===== config.mk =====
export PLATFORM = sky130hd
export DESIGN_NAME = vram_bus_arbiter
export DESIGN_NICKNAME = d
export VERILOG_FILES = /design/src/rtl/vram_bus_arbiter.sv
export SDC_FILE = /design/constraint.sdc
export NUM_CORES = 1
export LEC_CHECK = 0
export CORE_ASPECT_RATIO = 0.9
export CORE_UTILIZATION = 40
export DETAILED_ROUTE_END_ITERATION = 12
export GPL_ROUTABILITY_DRIVEN = 1
export HOLD_SLACK_MARGIN = 0.06
export PLACE_DENSITY = 0.68
export SYNTH_ARGS = -nofsm -noshare
export SYNTH_HDL_FRONTEND = slang
export SYNTH_SLANG_ARGS = --single-unit

===== constraint.sdc =====
create_clock -name clk -period 11.6 [get_ports clk]
set_input_delay 2.32 -clock clk [delete_from_list [all_inputs] [get_ports clk]]
set_output_delay 2.32 -clock clk [all_outputs]
set_load 0.005 [all_outputs]

===== src/rtl/vram_bus_arbiter.sv =====
// vram_bus_arbiter
// Shares the single internal bus-master port among NUM_REQ requesters.
// Requester 0 (the 6502 host) has fixed priority; requesters 1..NUM_REQ-1
// are served round-robin. Each requester owns a one-deep pending slot so a
// strobe that loses arbitration is remembered. At most one access is issued
// per clock. Reads are tagged with the requester id, and the read data is
// routed back to that requester RD_LAT cycles after the issue.

module vram_bus_arbiter #(
  parameter int NUM_REQ = 3,
  parameter int ADDR_W  = 19,
  parameter int RD_LAT  = 1
) (
  input  logic                      clk,
  input  logic                      rst,
  input  logic [NUM_REQ*ADDR_W-1:0] req_addr,
  input  logic [NUM_REQ*8-1:0]      req_wrdata,
  input  logic [NUM_REQ-1:0]        req_strobe,
  input  logic [NUM_REQ-1:0]        req_write,
  output logic [NUM_REQ-1:0]        req_busy,
  output logic [NUM_REQ-1:0]        req_rdvalid,
  output logic [NUM_REQ-1:0]        req_overrun,
  output logic [7:0]                rddata,
  output logic [ADDR_W-1:0]         mem_addr,
  output logic [7:0]                mem_wrdata,
  output logic                      mem_strobe,
  output logic                      mem_write,
  input  logic [7:0]                mem_rddata
);

  localparam int ID_W = $clog2(NUM_REQ);

  // Pending slots: one remembered request per requester
  logic [NUM_REQ-1:0] pending;
  logic [ADDR_W-1:0]  pend_addr   [NUM_REQ];
  logic [7:0]         pend_wrdata [NUM_REQ];
  logic [NUM_REQ-1:0] pend_write;

  // Arbitration
  logic [NUM_REQ-1:0] cand;
  logic [NUM_REQ-1:0] grant_oh;
  logic               grant_valid;
  logic [ID_W-1:0]    grant_id;
  logic [ID_W-1:0]    rr_ptr;
  logic [ID_W-1:0]    rr_next;

  // Fields of the winning request
  logic [ADDR_W-1:0]  sel_addr;
  logic [7:0]         sel_wrdata;
  logic               sel_write;

  // Id of the access currently on the mem_* port
  logic [ID_W-1:0]    mem_id;

  // Read tag pipeline, stage RD_LAT-1 lines up with valid mem_rddata
  logic [RD_LAT-1:0]  tag_valid;
  logic [ID_W-1:0]    tag_id [RD_LAT];

  assign cand     = pending | req_strobe;
  assign req_busy = pending;

  // Pick at most one winner: host first, otherwise the first candidate
  // found scanning upward from the round-robin pointer, wrapping to 1.
  always_comb begin
    int idx;
    idx         = 0;
    grant_oh    = '0;
    grant_valid = 1'b0;
    grant_id    = '0;
    rr_next     = rr_ptr;
    if (cand[0]) begin
      grant_oh[0] = 1'b1;
      grant_valid = 1'b1;
    end else begin
      for (int k = 0; k < NUM_REQ - 1; k++) begin
        idx = ((int'(rr_ptr) + NUM_REQ - 2 + k) % (NUM_REQ - 1)) + 1;
        if (!grant_valid && cand[idx]) begin
          grant_valid   = 1'b1;
          grant_oh[idx] = 1'b1;
          grant_id      = ID_W'(idx);
          rr_next       = (idx == NUM_REQ - 1) ? ID_W'(1) : ID_W'(idx + 1);
        end
      end
    end
  end

  // Gather the winner's fields; a held request beats a same-cycle strobe
  always_comb begin
    sel_addr   = '0;
    sel_wrdata = '0;
    sel_write  = 1'b0;
    for (int i = 0; i < NUM_REQ; i++) begin
      if (grant_oh[i]) begin
        if (pending[i]) begin
          sel_addr   = pend_addr[i];
          sel_wrdata = pend_wrdata[i];
          sel_write  = pend_write[i];
        end else begin
          sel_addr   = req_addr[i*ADDR_W +: ADDR_W];
          sel_wrdata = req_wrdata[i*8 +: 8];
          sel_write  = req_write[i];
        end
      end
    end
  end

  // Load, clear or overwrite each pending slot and flag overwrites
  always_ff @(posedge clk or posedge rst) begin
    if (rst) begin
      pending     <= '0;
      pend_write  <= '0;
      req_overrun <= '0;
      for (int i = 0; i < NUM_REQ; i++) begin
        pend_addr[i]   <= '0;
        pend_wrdata[i] <= '0;
      end
    end else begin
      for (int i = 0; i < NUM_REQ; i++) begin
        req_overrun[i] <= req_strobe[i] & pending[i] & ~grant_oh[i];
        if (req_strobe[i] && (pending[i] || !grant_oh[i])) begin
          pending[i]     <= 1'b1;
          pend_addr[i]   <= req_addr[i*ADDR_W +: ADDR_W];
          pend_wrdata[i] <= req_wrdata[i*8 +: 8];
          pend_write[i]  <= req_write[i];
        end else if (grant_oh[i]) begin
          pending[i] <= 1'b0;
        end
      end
    end
  end

  // Register the granted access onto the bus and advance the RR pointer
  always_ff @(posedge clk or posedge rst) begin
    if (rst) begin
      mem_strobe <= 1'b0;
      mem_addr   <= '0;
      mem_wrdata <= '0;
      mem_write  <= 1'b0;
      mem_id     <= '0;
      rr_ptr     <= ID_W'(1);
    end else begin
      mem_strobe <= grant_valid;
      rr_ptr     <= rr_next;
      if (grant_valid) begin
        mem_addr   <= sel_addr;
        mem_wrdata <= sel_wrdata;
        mem_write  <= sel_write;
        mem_id     <= grant_id;
      end
    end
  end

  // Carry read tags alongside the memory latency
  always_ff @(posedge clk or posedge rst) begin
    if (rst) begin
      tag_valid <= '0;
      for (int s = 0; s < RD_LAT; s++) begin
        tag_id[s] <= '0;
      end
    end else begin
      tag_valid[0] <= mem_strobe & ~mem_write;
      tag_id[0]    <= mem_id;
      for (int s = 1; s < RD_LAT; s++) begin
        tag_valid[s] <= tag_valid[s-1];
        tag_id[s]    <= tag_id[s-1];
      end
    end
  end

  // Capture returning read data and pulse rdvalid for its owner
  always_ff @(posedge clk or posedge rst) begin
    if (rst) begin
      req_rdvalid <= '0;
      rddata      <= '0;
    end else begin
      req_rdvalid <= '0;
      if (tag_valid[RD_LAT-1]) begin
        rddata <= mem_rddata;
        for (int i = 0; i < NUM_REQ; i++) begin
          if (tag_id[RD_LAT-1] == ID_W'(i)) begin
            req_rdvalid[i] <= 1'b1;
          end
        end
      end
    end
  end

endmodule


After elaboration in Yosys (flattened, before gate mapping):

Cells that the tools add are included.

* output and inout port bits: 46
* logic and storage cells: 127
* bits of input ports: 97
* register bits after elaboration: 137

* equality and inequality tests: 4
* multiplexer cells: 54
* add/subtract/negate cells: 7
* reduce and logical (&&, ||, !) cells: 19
* magnitude comparators: 4
* bitwise logic cells: 16

Operator list (number)
* $mux W19: 6
* $mux W8: 6
* $mux W1: 26
* $mux W2: 8
* $mux W3: 4
* $add A2 B2 Y3 const B: 3
* $and A1 B1 Y1: 9
* $lt A3 B4 Y1 const B: 2
* $reduce_bool A2 Y1: 4
* $eq A3 B3 Y1 const B: 2
* $ge A3 B1 Y1 const B: 2
* $logic_and A1 B1 Y1: 6
* $or A3 B3 Y3: 2
* $add A4 B2 Y5 const B: 1
* $not A1 Y1: 5
* $add A2 B2 Y2 const B: 2
* $bmux W1 S2: 2
* $demux W1 S2: 2
* $logic_not A1 Y1: 4
* $sub A3 B2 Y4 const B: 1
* $logic_or A1 B1 Y1: 3
* $eq A2 B1 Y1 const B: 1
* $eq A2 B2 Y1 const B: 1
* $logic_not A2 Y1: 1
* $reduce_and A2 Y1: 1

Longest topological paths before layout:

Gate-level depths: netlist of the first run.

* word-level depth: 17
* mapped depth: 8
* gate-level depth less buffers: 7

Worst setup path after synthesis of the first run:

OpenSTA, ideal clock, no wires.

* kind: input to register
* from: in req_strobe[0]
* to: reg pend_addr[19] (netlist name)
* arrival: 3.388 ns
* slack: 8.087 ns
* buffers on the path: 1
* cell stages on the path: 5
* library setup time: 0.125 ns
* data required time: 11.475 ns
* cells stage by stage: nor2_2 > o21ai_2 > o21ai_4 > buf_6 > mux2_4

* word-level cells in the longest chain between the ends: 13
* elaborated cells on any way between the ends: 19
* those cells by class: mux: 12; bitwise: 2; reduce/logical: 5

Ends and longest elaborated chain
* from (decl): RTL line 18 `input logic [NUM_REQ-1:0] req_strobe,`
* $or A3 B3 Y3 (*): RTL line 59 `assign cand = pending | req_strobe;`
* $bmux W1 S2: RTL line 77 `if (!grant_valid && cand[idx]) begin`
* $mux W1 (implied by the code) (2 in series): RTL line 77
* $mux W1: RTL line 77
* $mux W1: RTL line 71 `if (cand[0]) begin`
* $logic_not A1 Y1: RTL line 77
* $logic_and A1 B1 Y1: RTL line 77
* $mux W3: RTL line 77
* $mux W2 (*): RTL line 71
* $logic_not A1 Y1 (*): RTL line 120 `if (req_strobe[i] && (pending[i] || !grant_oh[i])) begin`
* $logic_or A1 B1 Y1 (*): RTL line 120
* $logic_and A1 B1 Y1 (*): RTL line 120
* to (signal, indexed assignment): RTL line 122 `pend_addr[i] <= req_addr[i*ADDR_W +: ADDR_W];`
* to (decl): RTL line 35 `logic [ADDR_W-1:0] pend_addr [NUM_REQ];`

Mark *: on every way between the ends. The rest lies on a longest branch, timed or not. The select of a mux whose other input is x is not followed.
A chain may end at the register's enable or synchronous reset.

Worst setup path in the final report of the first run:

* from: in req_strobe[2]
* to: reg mem_addr[15]

* word-level cells in the longest chain between the ends: 13
* elaborated cells on any way between the ends: 22
* those cells by class: mux: 18; bitwise: 2; reduce/logical: 2

Ends and longest elaborated chain
* $or A3 B3 Y3 (*): RTL line 59
* $bmux W1 S2: RTL line 77
* $mux W1 (implied by the code) (2 in series): RTL line 77
* $mux W1: RTL line 77
* $mux W1: RTL line 71
* $logic_not A1 Y1: RTL line 77
* $logic_and A1 B1 Y1: RTL line 77
* $mux W3: RTL line 77
* $mux W1: RTL line 71
* $mux W19 (3 in series): RTL line 93 `if (grant_oh[i]) begin`
* to (signal assigned): RTL line 145 `mem_addr <= sel_addr;`
* to (decl): RTL line 24 `output logic [ADDR_W-1:0] mem_addr,`

Marked as above.

==> metrics.txt, run 1 <==
outcome completed; syn_area_per_cell 12.61 um^2; fin crit share 0.4390; Reg power frac 0.387; Reg clk slew, reported paths 0.06 ns; Seq cells post-synth 136; Worst-Skew Late Latency 0.42 ns; main combinational cell family by area after synthesis multiplexers; Psw 503.5 uW; total die area 0.01659 mm^2; CTS Buf Count 17; Fmax 196.4 MHz; post-CTS resize count 0; GR met1 Demand/Resource 0.2979; synth warn 0; Cell variety after synth 38; pwr/cell area 201.1 mW/mm^2; hold_buf cts 0; min Tclk post-route 5.092 ns; sequential share of the synthesized area 0.5295; Core ar. 0.01555 mm^2; top_reg_cell synth dfrtp_1; met3 Use GR 0.05700; most common cell after layout, fill and taps aside clkdlybuf4s50_1; commonest cells after routing, fill and taps aside clkdlybuf4s50_1, dfrtp_1, mux2_2, mux2i_1, a22o_1; # DRC 0; Die Wd 135.6 um; root buf cell clkbuf_16; Clock Tree Buf Depth 2; die height 122.3 um; Detail Placement HPWL 11500 um; Syn Inst Count 510; peak supply drop 0.1328 mV; synthesis-to-finish area growth 33.26%; clk sink count 136; GRT overflow 0; setup repair bufs after CTS 0; per-cell routed wire length 19.86 um; xor/xnor share of the synthesized area 0; Slew @ Worst Pin 1.310 ns; CP Capture Type flop; Final #Nets 735; relative slew slack 0.1240; Post-synth EDFFs 0; CP Launch Type primary input; setup TNS 0 ns; Antenna Violating Nets Remaining 0; CTS H-tree depth 4; final wirelength 16920 um; Comb pwr share 0.281; n_diodes 0; Simple-Gate Fraction of Synth Area 0.07511; largest net degree at the start of global routing 83; HP Class flop to flop; Buffers on Ports 142; clk_skew 0.009298 ns; crit-path max FO 31; placed cell count 820; initial DRC count 291; Setup CP Type primary input to flop; RD Place Congestion 0.8578; Pint 1.219 mW; P_leak 3.792 nW; layer with the highest usage met2; initial antenna violation count 0; RSZ-0062 raised after global routing no; number of I/O pins 143; Synthesized Nets 608; crit path DAT 5.45 ns; post-synthesis mux area share 0.2164; max-cap violations 0; vias per cell 5.445; asr flop ratio synth 1.000; vias in the first global route 4745; starting density of the core 0.4135; Max Transition Viols Final 0; Post-Syn Area 0.006430 mm^2; post-synthesis adder-cell area fraction 0.005059; Clk pwr share 0.331; Final Total Pwr 1.723 mW; first-pass GRT wire length 26280 um; post-route insts no fill 852; Final Hold Viols 0; Compound-Gate Fraction of Synth Area 0.1356; sw frac 0.2922; Final setup viols 0; worst hold slack 0.3785 ns; critical path data required time 11.96 ns; share of layout cells above drive strength 1 0.1892; GR Util met2 0.3275; routed vias 4639; CTS tree built; Total Routing Usage GR 0.2144; DR pass1 iterations 5; Placement Rows 43
[Yosys cell counts (20+ instances only)]
master	n	area (um^2)
a22o_1	28	245.2
a22oi_1	20	150.1
buf_2	20	100.1
dfrtp_1	135	3378
mux2_1	20	225.2
mux2_2	52	585.6
mux2_4	20	300.3
mux2i_1	28	280.3
nor2_1	26	97.59
nor3b_1	26	195.2
o211ai_1	20	150.1
o21ai_0	26	130.1
[flip-flops by register name, summed over array words and instances, names as in the netlist]
register	count
pend_addr	57
pend_wrdata	24
mem_addr	19
mem_wrdata	8
rddata	8
pend_write	3
req_busy	3
req_overrun	3
req_rdvalid	3
mem_id	2
tag_id	2
mem_strobe	1
mem_write	1
rr_ptr	1
tag_valid	1
[power by group through the flow]
stage / sequential (mW) / clock (mW) / combinational (mW)
finish: 0.667 / 0.571 / 0.485
global route: 0.681 / 0.603 / 0.526
CTS: 0.668 / 0.579 / 0.488
detailed placement: 0.672 / 0 / 0.486
global placement: 0.671 / 0 / 0.475
floorplan: 0.645 / 0 / 0.277
[cell families after synthesis]
family,Yosys count
compound gates,119
mux,120
flops,136
fa+ha+maj,3
simple gates,86
other cells,1
buf+inv,45
[critical path, stage by stage]
cell and delay [ns]:
clkdlybuf4s50_1 1.11, or2_1 0.24, nand3_1 0.94, o211ai_1 0.63, a22o_1 0.19
[routing by layer]
metal  vias up  part of all wire
li1       2137                 -
met4         0             0.012
met2       157              0.47
met1      2335              0.45
met3        10             0.065
met5         -                 0
[layout make-up]
cell class	instances	area, um^2
inverters	5	23.77
multi-input cells	329	2791
flip-flops and latches	136	3406
well taps	202	252.7
repair buffers	148	1466
clock buffers	17	425.4
clock inverters	15	202.7
fillers	1273	6980
[per-stage QoR]
step | util | setup WS (ns) | instance area [um^2]
after CTS | 0.5511 | 6.586 | 8568
after floorplan | - | 5.642 | 6430
after global routing | 0.5511 | 6.403 | 8568
final | 0.5511 | 6.508 | 8568
after detailed placement | 0.5107 | 6.145 | 7940
after global placement | 0.5107 | 6.172 | 7940
[final timing paths]
| kind | slack (ns) | start | endpoint | cells past startpoint |
|---|---|---|---|---|
| max in group asynchronous | 7.78 | rst | req_busy[1]$_DFFE_PP0P_ | 3 |
| min | 0.38 | mem_id[1]$_DFFE_PP0P_ | tag_id[1]$_DFF_PP0_ | 0 |
| min reg2reg | 0.38 | mem_id[1]$_DFFE_PP0P_ | tag_id[1]$_DFF_PP0_ | 0 |
| max | 6.51 | req_strobe[2] | mem_addr[15]$_DFFE_PP0P_ | 5 |
| min in group asynchronous | 2.32 | rst | pend_addr[47]$_DFFE_PP0P_ | 2 |
| max reg2reg | 8.41 | req_busy[2]$_DFFE_PP0P_ | mem_addr[15]$_DFFE_PP0P_ | 4 |
Power figures use the tool's default switching activity.
==> run 2, diff against run 1 <==
==> constraint.sdc (replaced) <==
create_clock -name clk -period 4.69 [get_ports clk]
set_input_delay 0.938 -clock clk [delete_from_list [all_inputs] [get_ports clk]]
set_output_delay 0.938 -clock clk [all_outputs]
set_load 0.005 [all_outputs]
==> metrics.txt, run 2 (synthesis results as in run 1) <==
Largest register FFs 57 (unchanged); FILL cells 1329 (+4.4%); Die Wd 135.6 um (unchanged); Core ar. 0.01555 mm^2 (unchanged); commonest cells after routing, fill and taps aside clkdlybuf4s50_1, dfrtp_1, mux2_2, mux2i_1, a22o_1; Comb pwr share 0.299 (+0.018); largest net degree at the start of global routing 97 (+17%); Worst-Skew Late Latency 0.42 ns (about the same); Max Transition Viols Final 0 (unchanged); DR pass1 iterations 5 (unchanged); per-cell routed wire length 19.71 um (-0.75%); synthesis-to-finish area growth 31.58%; Total Routing Usage GR 0.2156 (+0.001174); crit-path max FO 28 (-9.7%); clk_skew 0.006397 ns (-0.002900 ns); Regs by FF count pend_addr x57, pend_wrdata x24, mem_addr x19; CTS H-tree depth 4 (unchanged); total die area 0.01659 mm^2 (unchanged); outcome completed; initial DRC count 326 (+12%); hold_buf cts 0 (unchanged); # DRC 0 (unchanged); HP Class flop to flop; CTS tree built; Detail Placement HPWL 11660 um (+1.4%); Fmax 321.7 MHz; crit path DAT 3.41 ns (-2.04 ns); vias in the first global route 4848 (+2.2%); sw frac 0.2992 (+0.007010); setup repair bufs after CTS 0 (unchanged); Reg clk slew, reported paths 0.05 ns (about the same); Setup CP Type primary input to flop; Final Hold Viols 0 (unchanged); CP Capture Type flop; P_leak 3.764 nW (-0.74%); die height 122.3 um (unchanged); initial antenna violation count 0 (unchanged); vias per cell 5.508 (+1.2%); Clk pwr share 0.284 (-0.047); n_diodes 0 (unchanged); Pint 2.809 mW (+130%); peak supply drop 0.2741 mV (+110%); Clock Tree Buf Depth 2 (unchanged); Antenna Violating Nets Remaining 0 (unchanged); Slew @ Worst Pin 1.046 ns (-0.2647 ns); share of layout cells above drive strength 1 0.1810 (-0.008249); fin crit share 0.6629; setup TNS 0 ns (unchanged); CP Launch Type primary input; Reg power frac 0.416 (+0.029); RD Place Congestion 0.7909 (-7.8%); Psw 1.200 mW (+140%); critical path data required time 4.99 ns (-6.97 ns); routed vias 4704 (+1.4%); RSZ-0062 raised after global routing no; most flop-heavy register pend_addr; Final setup viols 0 (unchanged); Final #Nets 739 (+0.54%); Placement Rows 43 (unchanged); Reg area 0.003406 mm^2 (unchanged); Buffers on Ports 142 (unchanged); clk sink count 136 (unchanged); relative slew slack 0.3029 (+0.1789); min Tclk post-route 3.109 ns; number of I/O pins 143 (unchanged); post-CTS resize count 0 (unchanged); GRT overflow 0 (unchanged); first-pass GRT wire length 26350 um (+0.29%); starting density of the core 0.4135 (unchanged); CTS Buf Count 17 (unchanged); most common cell after layout, fill and taps aside clkdlybuf4s50_1; Multi-input gate area 0.002791 mm^2 (unchanged); root buf cell clkbuf_16; pwr/cell area 473.8 mW/mm^2 (+140%); final core utilization 0.5441 (-0.006920); final wirelength 16840 um (-0.51%); max-cap violations 0 (unchanged)
## run 2: through the flow
step | instance area (um^2) | hold slack (ns) | setup WS, ns | instances | power, mW
after CTS | 8461 | 0.3740 | 1.579 | 854 | 4.042
after detailed placement | 7970 | 0.3616 | 1.145 | 824 | 2.881
final | 8461 | 0.3722 | 1.581 | 854 | 4.009
after global routing | 8461 | 0.3890 | 1.368 | 854 | 4.216
after global placement | 7970 | 0.3590 | 1.254 | 824 | 2.846
after floorplan | 6430 | 0.3535 | 0.1142 | 510 | 2.279
## run 2: critical path: stages
cell	delay [ns]
clkdlybuf4s50_1	0.63
nor2_2	0.35
and2_1	0.74
o21ai_0	0.43
a22o_1	0.31
## run 2: power by group through the flow
stage / Combinational (mW) / Sequential [mW] / Clock, mW
final: 1.20 / 1.67 / 1.14
after global routing: 1.29 / 1.71 / 1.21
after CTS: 1.21 / 1.67 / 1.17
after detailed placement: 1.20 / 1.68 / 0
after global placement: 1.17 / 1.67 / 0
after floorplan: 0.685 / 1.59 / 0
## run 2: path summary, 6_finish.rpt
path                                         start                   endpoint  slack [ns]  depth (start not counted)
setup / recovery                     req_strobe[0]    mem_addr[6]$_DFFE_PP0P_        1.58                          5
hold / removal               mem_id[0]$_DFFE_PP0P_        tag_id[0]$_DFF_PP0_        0.37                          0
setup reg to reg           req_busy[1]$_DFFE_PP0P_    mem_addr[6]$_DFFE_PP0P_        1.97                          4
hold reg to reg              mem_id[0]$_DFFE_PP0P_        tag_id[0]$_DFF_PP0_        0.37                          0
max in group asynchronous                      rst   pend_addr[4]$_DFFE_PP0P_        2.74                          3
min in group asynchronous                      rst  pend_addr[47]$_DFFE_PP0P_        1.09                          2
## run 2: per-layer routing
layer / vias to the layer above / share of wire / track usage
met1: 2373 / 0.47 / 0.3089
li1: 2145 / - / -
met2: 170 / 0.46 / 0.3224
met4: 0 / 0.014 / 0.07303
met5: - / 0 / 0
met3: 16 / 0.062 / 0.04709
## run 2: final cells by class
| cell class | count | area share |
|---|---|---|
| Inverter | 5 | 0.002810 |
| Timing Repair Buffer | 152 | 0.1769 |
| Multi-Input combinational cell | 329 | 0.3299 |
| Tap cell | 202 | 0.02987 |
| Clock inverter | 5 | 0.002958 |
| Clock buffer | 25 | 0.05501 |
| Sequential cell | 136 | 0.4025 |
==> run 3, diff against run 2 <==
--- a/config.mk
+++ b/config.mk
@@ -10,7 +10,7 @@
 export DETAILED_ROUTE_END_ITERATION = 12
 export GPL_ROUTABILITY_DRIVEN = 1
 export HOLD_SLACK_MARGIN = 0.06
-export PLACE_DENSITY = 0.68
+export PLACE_DENSITY = 0.7
 export SYNTH_ARGS = -nofsm -noshare
 export SYNTH_HDL_FRONTEND = slang
 export SYNTH_SLANG_ARGS = --single-unit
==> constraint.sdc (replaced) <==
create_clock -name clk -period 2.8 [get_ports clk]
set_input_delay 0.56 -clock clk [delete_from_list [all_inputs] [get_ports clk]]
set_output_delay 0.56 -clock clk [all_outputs]
set_load 0.005 [all_outputs]
==> metrics.txt, run 3 (synthesis results as in run 1) <==
crit path DAT 1.70 ns (-1.71 ns); CTS tree built; Antenna Violating Nets Remaining 0 (unchanged); CTS H-tree depth 4 (unchanged); vias per cell 5.570 (+1.1%); final core utilization 0.5544 (+0.01030); Buffers on Ports 142 (unchanged); Final Hold Viols 0 (unchanged); HP Class flop to flop; crit path cell chain clkdlybuf4s50_1; Total Routing Usage GR 0.2179 (+0.002286); # DRC 0 (unchanged); most flop-heavy register pend_addr; Worst-Skew Late Latency 0.41 ns (about the same); Slew @ Worst Pin 0.9661 ns (-0.07946 ns); Crit path buffers/inverters 1 (unchanged); Placement Rows 43 (unchanged); Final #Nets 746 (+0.95%); Regs by FF count pend_addr x57, pend_wrdata x24, mem_addr x19; per-cell routed wire length 20.02 um (+1.6%); commonest cells after routing, fill and taps aside clkdlybuf4s50_1, dfrtp_1, mux2_2, mux2i_1, a22o_1; initial antenna violation count 0 (unchanged); Core ar. 0.01555 mm^2 (unchanged); post-CTS resize count 0 (unchanged); post-route worst setup slack 0.5392 ns (-1.042 ns); CP delay by family, top flip-flops; Die Wd 135.6 um (unchanged); starting density of the core 0.4135 (unchanged); slowest stage cell, crit path dfrtp_2; P_leak 3.844 nW (+2.1%); RD Place Congestion 0.8450 (+6.8%); DR pass1 iterations 5 (unchanged); crit-path max FO 18 (-36%); Final setup viols 0 (unchanged); routed vias 4796 (+2.0%); Detail Placement HPWL 12140 um (+4.1%); fin crit share 0.8074; final wirelength 17240 um (+2.4%); largest net degree at the start of global routing 84 (-13%); first-pass GRT wire length 26930 um (+2.2%); GRT overflow 0 (unchanged); Clock Tree Buf Depth 2 (unchanged); peak supply drop 0.4916 mV (+79%); Worst Hold Path EP tag_id[1]$_DFF_PP0_; CP Capture Type output pin; relative slew slack 0.3530 (+0.05005); outcome completed; worst-case reg-to-reg path depth 5 (+1); max-cap violations 0 (unchanged); hold_buf cts 0 (unchanged); clk_skew 0.008349 ns (+0.001952 ns); slowest cell delay on critical path 0.69 ns (-0.05 ns); synthesis-to-finish area growth 34.07%; share of layout cells above drive strength 1 0.1945 (+0.01355); Reg clk slew, reported paths 0.05 ns (about the same); setup repair bufs after CTS 0 (unchanged); Place WS 0.2247 ns (-0.9205 ns); root buf cell clkbuf_16; Worst Setup SP req_busy[1]$_DFFE_PP0P_; Max Transition Viols Final 0 (unchanged); initial DRC count 300 (-8.0%); RR Endpoint mem_addr[0]$_DFFE_PP0P_; total die area 0.01659 mm^2 (unchanged); pwr/cell area 795.8 mW/mm^2 (+68%); Largest register FFs 57 (unchanged); number of I/O pins 143 (unchanged); worst hold stages 0 (unchanged); RSZ-0062 raised after global routing no; critical path data required time 2.24 ns (-2.75 ns); most common cell after layout, fill and taps aside clkdlybuf4s50_1; min-delay src mem_id[1]$_DFFE_PP0P_; die height 122.3 um (unchanged); Fmax 442.3 MHz; reg-to-reg critical path startpoint req_busy[0]$_DFFE_PP0P_; CP Launch Type flop; CTS Buf Count 17 (unchanged); worst reg-to-reg setup slack 0.75 ns (-1.22 ns); vias in the first global route 5023 (+3.6%); clk sink count 136 (unchanged); Setup CP Type flop to output pin; min Tclk post-route 2.261 ns; setup TNS 0 ns (unchanged)
-- run 3: changes by cell type in the layout (fill, tap and decap cells not counted) --
cell        change
clkbuf_8        +5
clkinvlp_4      +1
inv_6           -1
buf_12          +5
diode_2         +1
buf_4           +2
clkbuf_1        -4
clkinv_2        -2
-- run 3: report_power, final --
group | internal, mW | switching (mW) | total, mW
combinational | 1.19 | 0.883 | 2.08
clock | 1.25 | 0.753 | 2.01
sequential | 2.41 | 0.365 | 2.78
total | 4.86 | 2.00 | 6.86
-- run 3: layout make-up --
class                   instances  area, um^2
clock inverters                 3       15.01
well taps                     202       252.7
multi-input cells             329        2791
repair buffers                159        1612
flip-flops and latches        136        3406
diodes                          1       2.502
fillers                      1242        6928
clock buffers                  26       519.2
inverters                       5       22.52
-- run 3: metal layers --
layer / wire length, um / global-route usage / share of wire
met4: 214 / 0.06039 / 0.012
met1: 8160 / 0.3097 / 0.47
met3: 1079 / 0.05824 / 0.063
met2: 7783 / 0.3268 / 0.45
met5: 0 / 0 / 0
-- run 3: through the flow --
| step | hold slack (ns) | instance area [um^2] | total power, mW | cells |
|---|---|---|---|---|
| detailed placement | 0.3619 | 8084 | 4.879 | 831 |
| finish | 0.3702 | 8621 | 6.860 | 861 |
| global placement | 0.3601 | 8084 | 4.820 | 831 |
| global route | 0.3926 | 8618 | 7.219 | 860 |
| floorplan | 0.3535 | 6434 | 3.818 | 510 |
| CTS | 0.3758 | 8618 | 6.917 | 860 |
-- run 3: worst max-delay path by stage --
stage | end | slack, ns | cells past startpoint
2_1_floorplan | mem_addr[0]$_DFFE_PP0P_ | 0.55 | 1
3_3_place_gp | mem_addr[17]$_DFFE_PP0P_ | 0.23 | 6
3_5_place_dp | mem_addr[10]$_DFFE_PP0P_ | 0.22 | 5
4_1_cts | req_busy[1] | 0.52 | 1
5_1_grt | req_busy[1] | 0.47 | 1
6_report | req_busy[1] | 0.54 | 1
==> RTL change (config.mk and constraints of run 3) <==
Set the parameter `ADDR_W` to 23 (it was 19).
--- a/src/rtl/vram_bus_arbiter.sv
+++ b/src/rtl/vram_bus_arbiter.sv
@@ -9,5 +9,5 @@
 module vram_bus_arbiter #(
   parameter int NUM_REQ = 3,
-  parameter int ADDR_W  = 19,
+  parameter int ADDR_W  = 23,
   parameter int RD_LAT  = 1
 ) (
Interface: changed (resized mem_addr and req_addr); port bits go from 143 to 159. The function was not compared with the original's and may differ.
==> RTL change against run 3 <==
- design area increased by 13%
- first-iteration DRC count is 0.67% higher
- sequential power is 9.0% higher
- power grew 11%
- register-to-register slack lost 220 ps
- sequential cell count grew 16
- setup slack lost 110 ps
- synthesized area grew 12%
- count of clock-buffer cells in the layout shrank 5
- die area rose by 12%
- via count grew 13%
- wire length rose by 12%
- critical path type unchanged
==> RTL change: results (changes against run 3) <==
[status]
status = finished, final reports clean

[synthesis]
syn_avg_cell_area_um2 = 12.39  ; -1.7%
yosysSeqAreaShare_pct = 52.67  ; -0.28 points
synthTopCellsByArea = dfrtp_1, mux2_2, mux2_1
ys_seq_elements = 152  ; +12%
synthDistinctLibCells = 37  ; -2.6%

[sta]
min_period_ps = 2369  ; +107.8 ps
fin_skew_ps = 9.764  ; +1.415 ps
worst_pin_slew_ps = 974.9  ; +8.729 ps

[cells_and_area]
antenna_cells = 0  ; -1
layout_top_registers = pend_addr x69, pend_wrdata x24, mem_addr x23
multi_input_area_share_pct = 32.61  ; +0.23 points
n_all_buffers = 178  ; +12%
nFillCells = 1513  ; +22%
nets = 841  ; +13%
final_area_um2 = 9707  ; +13%
clockBufferCount = 21  ; -19%
clkCellAreaFrac_pct = 6.355  ; +0.16 points
inverters = 5  ; unchanged
drive_above_1_share_pct = 19.62  ; +0.17 points
bufAreaShareNonClock_pct = 18.48  ; -0.21 points
nMultiInputCombCells = 377  ; +15%

[placed_design]
io_buffers = 158  ; +11%
placed_area_um2 = 9090  ; +12%
detailed_place_hpwl_mm = 13.39  ; +10%
dp_slack_ps = 305.9  ; +81.23 ps

[routing]
wl_met1_mm = 8.472  ; +3.8%
routed-wl-met3_mm = 1.316  ; +22%
avgViaCountPerCell = 5.511  ; -1.1%
routed_wl_mm = 19.25  ; +12%
dr.pass1.iters = 4  ; -1

[power]
netSwitchingFraction_pct = 28.76  ; -0.40 points
seqPwrFrac_pct = 39.9  ; -0.6 points
p_leak_nw = 4.254  ; +11%
peakVddDrop_v = 0.0004798  ; -2.4%

[worst_setup_path]
max_stage_delay_ps = 740  ; +50 ps
cp.arrival_ps = 1810  ; +110 ps
reg2regPathDepth = 4  ; -1
crit_fanout = 33  ; +15
crit_path_end = req_busy[0]
r2r_slack_ps = 530  ; -220 ps

[grt]
grt.total_usage_pct = 21.70  ; -0.090 points
grt_max_degree = 76  ; -9.5%
grt_pass1_vias = 5761  ; +15%
grt_pass1_wl_mm = 30.29  ; +12%

[clock_network]
root_buffer = clkbuf_16

[floorplan]
die-area_um2 = 18600  ; +12%

==> RTL change: metal layers <==
metal  GRT usage [%]  vias up
met4           6.195        0
met2           35.07      181
li1                -     2478
met5               0        -
met1           28.28     2737
met3           6.430       27
==> RTL change: worst min path at each step <==
stage	from	endpoint
floorplan	mem_id[0]	tag_id[0]
CTS	mem_id[1]	tag_id[1]
global placement	mem_id[1]	tag_id[1]
detailed placement	mem_id[1]	tag_id[1]
global route	mem_id[1]	tag_id[1]
finish	mem_id[1]	tag_id[1]
==> RTL change: cell families after synthesis <==
logic type               Yosys count  share of synthesized area [%]
AO/OA/AOI/OAI                    170                          15.83
flip-flops                       152                          52.67
multiplexers                     136                          20.64
AND/OR/NAND/NOR                   69                          6.668
buffers and inverters             54                          3.966
adder cells (fa/ha/maj)            1                         0.1732
other                              1                        0.05191
==> RTL change: worst reg2reg max path: stages (launching register included) <==
cell and delay (ps):
dfrtp_1 760, inv_1 640, o21ai_0 450, a21oi_1 130
a22o_1 190
